==> src/rtl/wb_pkg.sv <==
// Shared types for the register-file writeback path: request record, source
// identifiers and the hard-wired zero register index.
package wb_pkg;

  localparam int WB_XLEN = 32;
  localparam logic [4:0] REG_ZERO = 5'd0;

  typedef struct packed {
    logic [4:0]         rd;
    logic [WB_XLEN-1:0] data;
  } wb_req_t;

  typedef enum logic {
    WB_SRC_ALU = 1'b0,
    WB_SRC_LSU = 1'b1
  } wb_src_e;

endpackage

==> src/rtl/wb_skid_slot.sv <==
// One-entry writeback buffer. A load wins over a drain at the same edge,
// which lets the slot be emptied and refilled in a single cycle.
module wb_skid_slot #(
  parameter int XLEN = 32
) (
  input  logic            clk,
  input  logic            rst,
  input  logic            i_load,
  input  logic            i_drain,
  input  logic [4:0]      i_rd,
  input  logic [XLEN-1:0] i_data,
  output logic            o_full,
  output logic [4:0]      o_rd,
  output logic [XLEN-1:0] o_data
);

  logic            r_full;
  logic [4:0]      r_rd;
  logic [XLEN-1:0] r_data;

  always_ff @(posedge clk or posedge rst) begin
    if (rst) begin
      r_full <= 1'b0;
      r_rd   <= '0;
      r_data <= '0;
    end else if (i_load) begin
      r_full <= 1'b1;
      r_rd   <= i_rd;
      r_data <= i_data;
    end else if (i_drain) begin
      r_full <= 1'b0;
    end
  end

  assign o_full = r_full;
  assign o_rd   = r_rd;
  assign o_data = r_data;

endmodule

==> src/rtl/writeback_arbiter.sv <==
// Merges ALU and LSU writebacks onto a single register-file write port with
// round-robin conflict resolution, a pending-register mask and a conflict counter.
// Handshake: a request transfers at a rising edge where valid & ready are both
// high; ready depends only on registered state, never on valid.
module writeback_arbiter
  import wb_pkg::*;
#(
  parameter int XLEN  = 32,
  parameter int CNT_W = 16
) (
  input  logic             clk,
  input  logic             rst,
  input  logic             alu_valid,
  input  logic [4:0]       alu_rd,
  input  logic [XLEN-1:0]  alu_data,
  output logic             alu_ready,
  input  logic             lsu_valid,
  input  logic [4:0]       lsu_rd,
  input  logic [XLEN-1:0]  lsu_data,
  output logic             lsu_ready,
  output logic             w_en,
  output logic [4:0]       addr_w,
  output logic [XLEN-1:0]  w_data,
  output logic [31:0]      pend_mask,
  output logic [CNT_W-1:0] conflict_cnt
);

  logic            w_alu_full, w_lsu_full;
  logic [4:0]      w_alu_q_rd, w_lsu_q_rd;
  logic [XLEN-1:0] w_alu_q_data, w_lsu_q_data;
  logic            w_alu_gnt, w_lsu_gnt, w_any_gnt, w_both_full;
  logic            w_alu_load, w_lsu_load;
  wb_src_e         w_gnt_src;
  logic [31:0]     w_set_mask, w_clr_mask;

  logic             r_rr_pri;
  logic             r_w_en;
  logic [4:0]       r_addr_w;
  logic [XLEN-1:0]  r_w_data;
  logic [31:0]      r_pend_mask;
  logic [CNT_W-1:0] r_conflict_cnt;

  wb_skid_slot #(.XLEN(XLEN)) u_alu_slot (
    .clk(clk), .rst(rst), .i_load(w_alu_load), .i_drain(w_alu_gnt),
    .i_rd(alu_rd), .i_data(alu_data),
    .o_full(w_alu_full), .o_rd(w_alu_q_rd), .o_data(w_alu_q_data)
  );

  wb_skid_slot #(.XLEN(XLEN)) u_lsu_slot (
    .clk(clk), .rst(rst), .i_load(w_lsu_load), .i_drain(w_lsu_gnt),
    .i_rd(lsu_rd), .i_data(lsu_data),
    .o_full(w_lsu_full), .o_rd(w_lsu_q_rd), .o_data(w_lsu_q_data)
  );

  // rr_pri = 1 favours the ALU when both slots hold a request.
  always_comb begin
    w_both_full = w_alu_full & w_lsu_full;
    w_alu_gnt   = w_alu_full & (~w_lsu_full | r_rr_pri);
    w_lsu_gnt   = w_lsu_full & ~w_alu_gnt;
    w_any_gnt   = w_alu_gnt | w_lsu_gnt;
    w_gnt_src   = w_alu_gnt ? WB_SRC_ALU : WB_SRC_LSU;
  end

  assign alu_ready  = ~w_alu_full | w_alu_gnt;
  assign lsu_ready  = ~w_lsu_full | w_lsu_gnt;
  // Writes to x0 complete the handshake but are dropped here.
  assign w_alu_load = alu_valid & alu_ready & (alu_rd != REG_ZERO);
  assign w_lsu_load = lsu_valid & lsu_ready & (lsu_rd != REG_ZERO);

  // A retiring write may only clear its pend bit if no buffered slot still targets it.
  always_comb begin
    w_set_mask = '0;
    w_clr_mask = '0;
    if (w_alu_load) w_set_mask[alu_rd] = 1'b1;
    if (w_lsu_load) w_set_mask[lsu_rd] = 1'b1;
    if (r_w_en &&
        !(w_alu_full && (w_alu_q_rd == r_addr_w)) &&
        !(w_lsu_full && (w_lsu_q_rd == r_addr_w)))
      w_clr_mask[r_addr_w] = 1'b1;
  end

  always_ff @(posedge clk or posedge rst) begin
    if (rst) begin
      r_rr_pri       <= 1'b0;
      r_w_en         <= 1'b0;
      r_addr_w       <= '0;
      r_w_data       <= '0;
      r_pend_mask    <= '0;
      r_conflict_cnt <= '0;
    end else begin
      r_w_en      <= w_any_gnt;
      r_pend_mask <= (r_pend_mask & ~w_clr_mask) | w_set_mask;
      if (w_any_gnt) begin
        r_addr_w <= (w_gnt_src == WB_SRC_ALU) ? w_alu_q_rd   : w_lsu_q_rd;
        r_w_data <= (w_gnt_src == WB_SRC_ALU) ? w_alu_q_data : w_lsu_q_data;
      end
      if (w_both_full) begin
        r_rr_pri <= ~r_rr_pri;
        if (r_conflict_cnt != '1) r_conflict_cnt <= r_conflict_cnt + CNT_W'(1);
      end
    end
  end

  assign w_en         = r_w_en;
  assign addr_w       = r_addr_w;
  assign w_data       = r_w_data;
  assign pend_mask    = r_pend_mask;
  assign conflict_cnt = r_conflict_cnt;

endmodule
==> config.mk <==
export PLATFORM = sky130hd
export DESIGN_NAME = writeback_arbiter
export DESIGN_NICKNAME = d
export VERILOG_FILES = /design/src/rtl/wb_pkg.sv /design/src/rtl/wb_skid_slot.sv /design/src/rtl/writeback_arbiter.sv
export SDC_FILE = /design/constraint.sdc
export NUM_CORES = 1
export LEC_CHECK = 0
export BUFFER_PORTS_ARGS = -buffer_cell sky130_fd_sc_hd__buf_4
export CORE_MARGIN = 2
export CORE_UTILIZATION = 51
export CTS_BUF_LIST = sky130_fd_sc_hd__clkbuf_4
export CTS_CLUSTER_SIZE = 14
export DETAILED_ROUTE_END_ITERATION = 6
export PLACE_DENSITY = 0.79
export SETUP_SLACK_MARGIN = 0.05
export SLEW_MARGIN = 20
export SYNTH_ARGS = -nofsm -noshare
export SYNTH_HDL_FRONTEND = slang
export SYNTH_SLANG_ARGS = --single-unit
==> constraint.sdc <==
create_clock -name clk -period 4.8 [get_ports clk]
set_input_delay 0.72 -clock clk [delete_from_list [all_inputs] [get_ports clk]]
set_output_delay 0.72 -clock clk [all_outputs]
set_load 0.005 [all_outputs]
==> impl_table.tex <==
\begin{tabular}{lr}
\hline
Metric & Value \\
\hline
\multicolumn{2}{l}{\textbf{Clocking}} \\
Clock Pin Slew Worst Setup and Hold Paths & 0.14 ns \\
Number of sinks on the clock net & 163 \\
Buffer type at the clock tree root & sky130\_fd\_sc\_hd\_\_clkbuf\_4 \\
Hold\_buf cts & 0 \\
Max H-tree Level & 4 \\
Num CTS Buffers & 17 \\
Maximum number of buffers from clock root to sink & 2 \\
Insertion delay of the later-clocked pin in the worst-skew pair & 0.56 ns \\
PostCTS Resize Cnt & 0 \\
Setup repair bufs after CTS & 0 \\
TritonCTS clock tree & done \\
\multicolumn{2}{l}{\textbf{Critical path}} \\
Kind of capture point of the worst setup path & output port \\
Setup CP Type & reg2out \\
Required arrival time at the worst endpoint & 4.08 ns \\
Biggest fanout along the worst timing path & 40 \\
Cell type with the highest occurrence count on the critical path & sky130\_fd\_sc\_hd\_\_buf\_4 \\
Crit-path cells & buf\_4 -> nand3\_1 -> buf\_4 \\
Cell with the largest stage delay on the worst path & sky130\_fd\_sc\_hd\_\_buf\_4 \\
Startpoint type of the worst setup path & flop \\
Signal arrival time at the worst endpoint & 2.14 ns \\
Delay contributed by the slowest stage of the critical path & 0.57 ns \\
\multicolumn{2}{l}{\textbf{Route}} \\
DR WL/cell & 18.5 um \\
DRC & 0 \\
Vias per inst & 5.87 \\
Via count & 5572 \\
Detailed-route wire length & 17600 um \\
Router iterations before antenna repair & 7 \\
Number of routed nets with antenna violations & 0 \\
Starting DRT DRC Count & 512 \\
\multicolumn{2}{l}{\textbf{Power and ir drop}} \\
LEAKAGE & 4.16 nW \\
Internal power & 3.13 mW \\
Share of total power in sequential cells & 46.5\% \\
Total power divided by cell area & 530 nW/um\^{}2 \\
Worst VDD drop & 0.309 mV \\
Net Switching & 1.64 mW \\
Clk network pwr share & 17.7\% \\
Net switching fraction of the power & 34.4\% \\
Logic gate share of total power & 35.9\% \\
\multicolumn{2}{l}{\textbf{Floorplanning}} \\
Boundary pin count & 166 \\
Die span in x & 125 um \\
Die span in y & 125 um \\
Area of the core & 14400 sq um \\
Initial core utilization & 51.7\% \\
Die area & 15500 sq um \\
Placement Rows & 44 \\
\multicolumn{2}{l}{\textbf{STA}} \\
Total count of max-transition violations in the final report & 0 \\
Worst-margin pin slew & 1.19 ns \\
Number of setup violations in the final report & 0 \\
Final-report hold violation count & 0 \\
Post-route fraction of the period consumed by the critical path & 59.5\% \\
Maximum achievable frequency & 0.350 GHz \\
Setup slack after layout & 1.94 ns \\
Clock period minus final worst setup slack & 2.86 ns \\
Slew headroom & 19.5\% \\
Setup repair after global routing missed its margin & false \\
Clock Skews & 0.0190 ns \\
Final setup TNS & 0 ns \\
\multicolumn{2}{l}{\textbf{Logic synthesis}} \\
Cell count after synthesis & 606 \\
Total of flip-flops plus latches after synthesis & 163 \\
Per-instance average area after synthesis & 12.3 sq um \\
Sequential-to-total area share from yosys stat & 54.9\% \\
Synth cell types & 49 \\
Combined area of all synthesized cells & 7430 sq um \\
Post-synth net total & 685 \\
Synth warn & 0 \\
\multicolumn{2}{l}{\textbf{Global route}} \\
Global-route wire length before repair & 28800 um \\
Pin count of the biggest net entering global routing & 164 \\
Total track usage & 23.1\% \\
Via count of the first global-routing pass & 5624 \\
Initial antenna violation count & 0 \\
Congestion Overflow GR & 0 \\
\multicolumn{2}{l}{\textbf{Run}} \\
Max cap viols & 0 \\
\multicolumn{2}{l}{\textbf{Placement}} \\
HPWL reported at the end of detailed placement & 12100 um \\
Last weighted congestion value of the routability-driven placer & 0.886 \\
Port-buffer cells & 165 \\
Post-placement worst setup slack & 1.78 ns \\
\multicolumn{2}{l}{\textbf{Outcome}} \\
Result of the run & finished clean \\
\multicolumn{2}{l}{\textbf{Hold path}} \\
Class of the worst hold path & in2reg \\
\multicolumn{2}{l}{\textbf{Layout}} \\
Antenna cell count & 0 \\
Commonest cells after routing, fill and taps aside & sky130\_fd\_sc\_hd\_\_buf\_4 (168), sky130\_fd\_sc\_hd\_\_dfrtp\_1 (162), sky130\_fd\_sc\_hd\_\_nor2\_1 (48) \\
Synthesis-to-finish area growth & 21.2\% \\
Filler cell count & 1119 \\
FF/Latch Area & 4080 sq um \\
Share of post-route cells with drive strength above 1 & 37.1\% \\
Net count of the finished layout & 833 \\
Most common cell after layout, fill and taps aside & sky130\_fd\_sc\_hd\_\_buf\_4 \\
Multi-input gate area & 3060 sq um \\
\hline
\end{tabular}
==> synthesized netlist by cell type, drive strengths merged <==
master	instances	area (sq um)
mux2i	38	380
and3	2	12.5
a32oi	3	26.3
o21ai	3	15.0
and2	1	6.26
nand3b	7	56.3
xnor2	12	105
or4	1	11.3
or3b	4	35.0
mux2	71	901
o211ai	8	60.1
nand2	33	140
nand2b	7	43.8
buf	21	183
nor3	5	30.0
o221ai	23	201
o41ai	23	201
a21oi	39	195
o31ai	2	20.0
a22oi	4	30.0
or2	3	18.8
or3	3	18.8
dfrtp	163	4080
nand4	5	31.3
nand3	15	75.1
clkbuf	19	71.3
a41o	1	10.0
nor2b	4	25.0
xor2	12	105
nand4b	4	35.0
ha	1	12.5
inv	13	48.8
nor4	6	43.8
nor2	48	180
nor4b	1	8.76
o31a	1	8.76
==> stage by stage <==
stage               instance area [sq um]  hold WS (ns)  power [mW]  util (%)  std cells
floorplan                            7430         0.464        3.17         -        606
global placement                     8710         0.484        3.87      60.6        919
detailed placement                   8710         0.483        3.96      60.6        919
CTS                                  9000         0.313        4.81      62.7        950
global route                         9000         0.285        5.08      62.7        950
finish                               9000         0.373        4.77      62.7        950
==> layout make-up <==
class / count / share of cell area [%]
tap: 184 / 2.56
sequential: 163 / 45.3
multi-input combinational: 390 / 34.0
clock buffer: 18 / 1.50
clock inverter: 13 / 1.77
inverter: 13 / 0.584
timing repair buffer: 169 / 14.2
==> cell families after synthesis <==
| family | count (synthesis) | share of synthesized area, % |
|---|---|---|
| DFF | 163 | 54.9 |
| muxes | 109 | 17.3 |
| adders and majority gates | 1 | 0.168 |
| buffers and inverters | 53 | 4.08 |
| xor gates and xnor gates | 24 | 2.83 |
| and+or+nand+nor | 149 | 10.4 |
| AOI/OAI and AO/OA | 107 | 10.3 |
==> registers in the layout, summed over array words and instances (netlist names) <==
name,flops
w_en,1
u_alu_slot.o_rd,5
pend_mask,32
u_alu_slot.o_data,32
conflict_cnt,16
r_rr_pri,1
addr_w,5
u_lsu_slot.o_full,1
u_alu_slot.o_full,1
u_lsu_slot.o_rd,5
u_lsu_slot.o_data,32
w_data,32
==> worst paths after layout <==
check | start | endpoint | slack [ns] | cells after the start
min in group asynchronous | rst | u_lsu_slot.o_data[29] | 0.40 | 3
max | u_lsu_slot.o_full | lsu_ready | 1.94 | 3
max reg2reg | u_lsu_slot.o_full | pend_mask[12] | 2.10 | 5
min | lsu_data[17] | u_lsu_slot.o_data[17] | 0.37 | 2
max in group asynchronous | rst | u_alu_slot.o_data[12] | 3.77 | 3
min reg2reg | conflict_cnt[13] | conflict_cnt[13] | 0.51 | 1
==> routing by layer <==
layer  global-route usage (%)  vias to the layer above  share of wire [%]
li1                         -                     2503                  -
met2                     36.1                      235                 48
met4                     7.27                        0                1.1
met3                     7.77                       20                8.0
met1                     30.7                     2814                 42
met5                        0                        -                  0
==> power groups by stage <==
| stage | Combinational [mW] | Clock, mW | Sequential (mW) |
|---|---|---|---|
| after floorplan | 1.05 | 0 | 2.12 |
| after global placement | 1.67 | 0 | 2.21 |
| after detailed placement | 1.73 | 0 | 2.23 |
| after CTS | 1.72 | 0.871 | 2.21 |
| after global routing | 1.87 | 0.935 | 2.28 |
| final | 1.71 | 0.844 | 2.22 |
==> worst max-delay path, delay by kind of cell, from the launching register on <==
| kind | cells | cell delay (ns) |
|---|---|---|
| buffers and inverters | 2 | 0.81 |
| DFF | 1 | 0.40 |
| and+or+nand+nor | 1 | 0.37 |
Note: power is estimated with default switching activity, not from simulation.
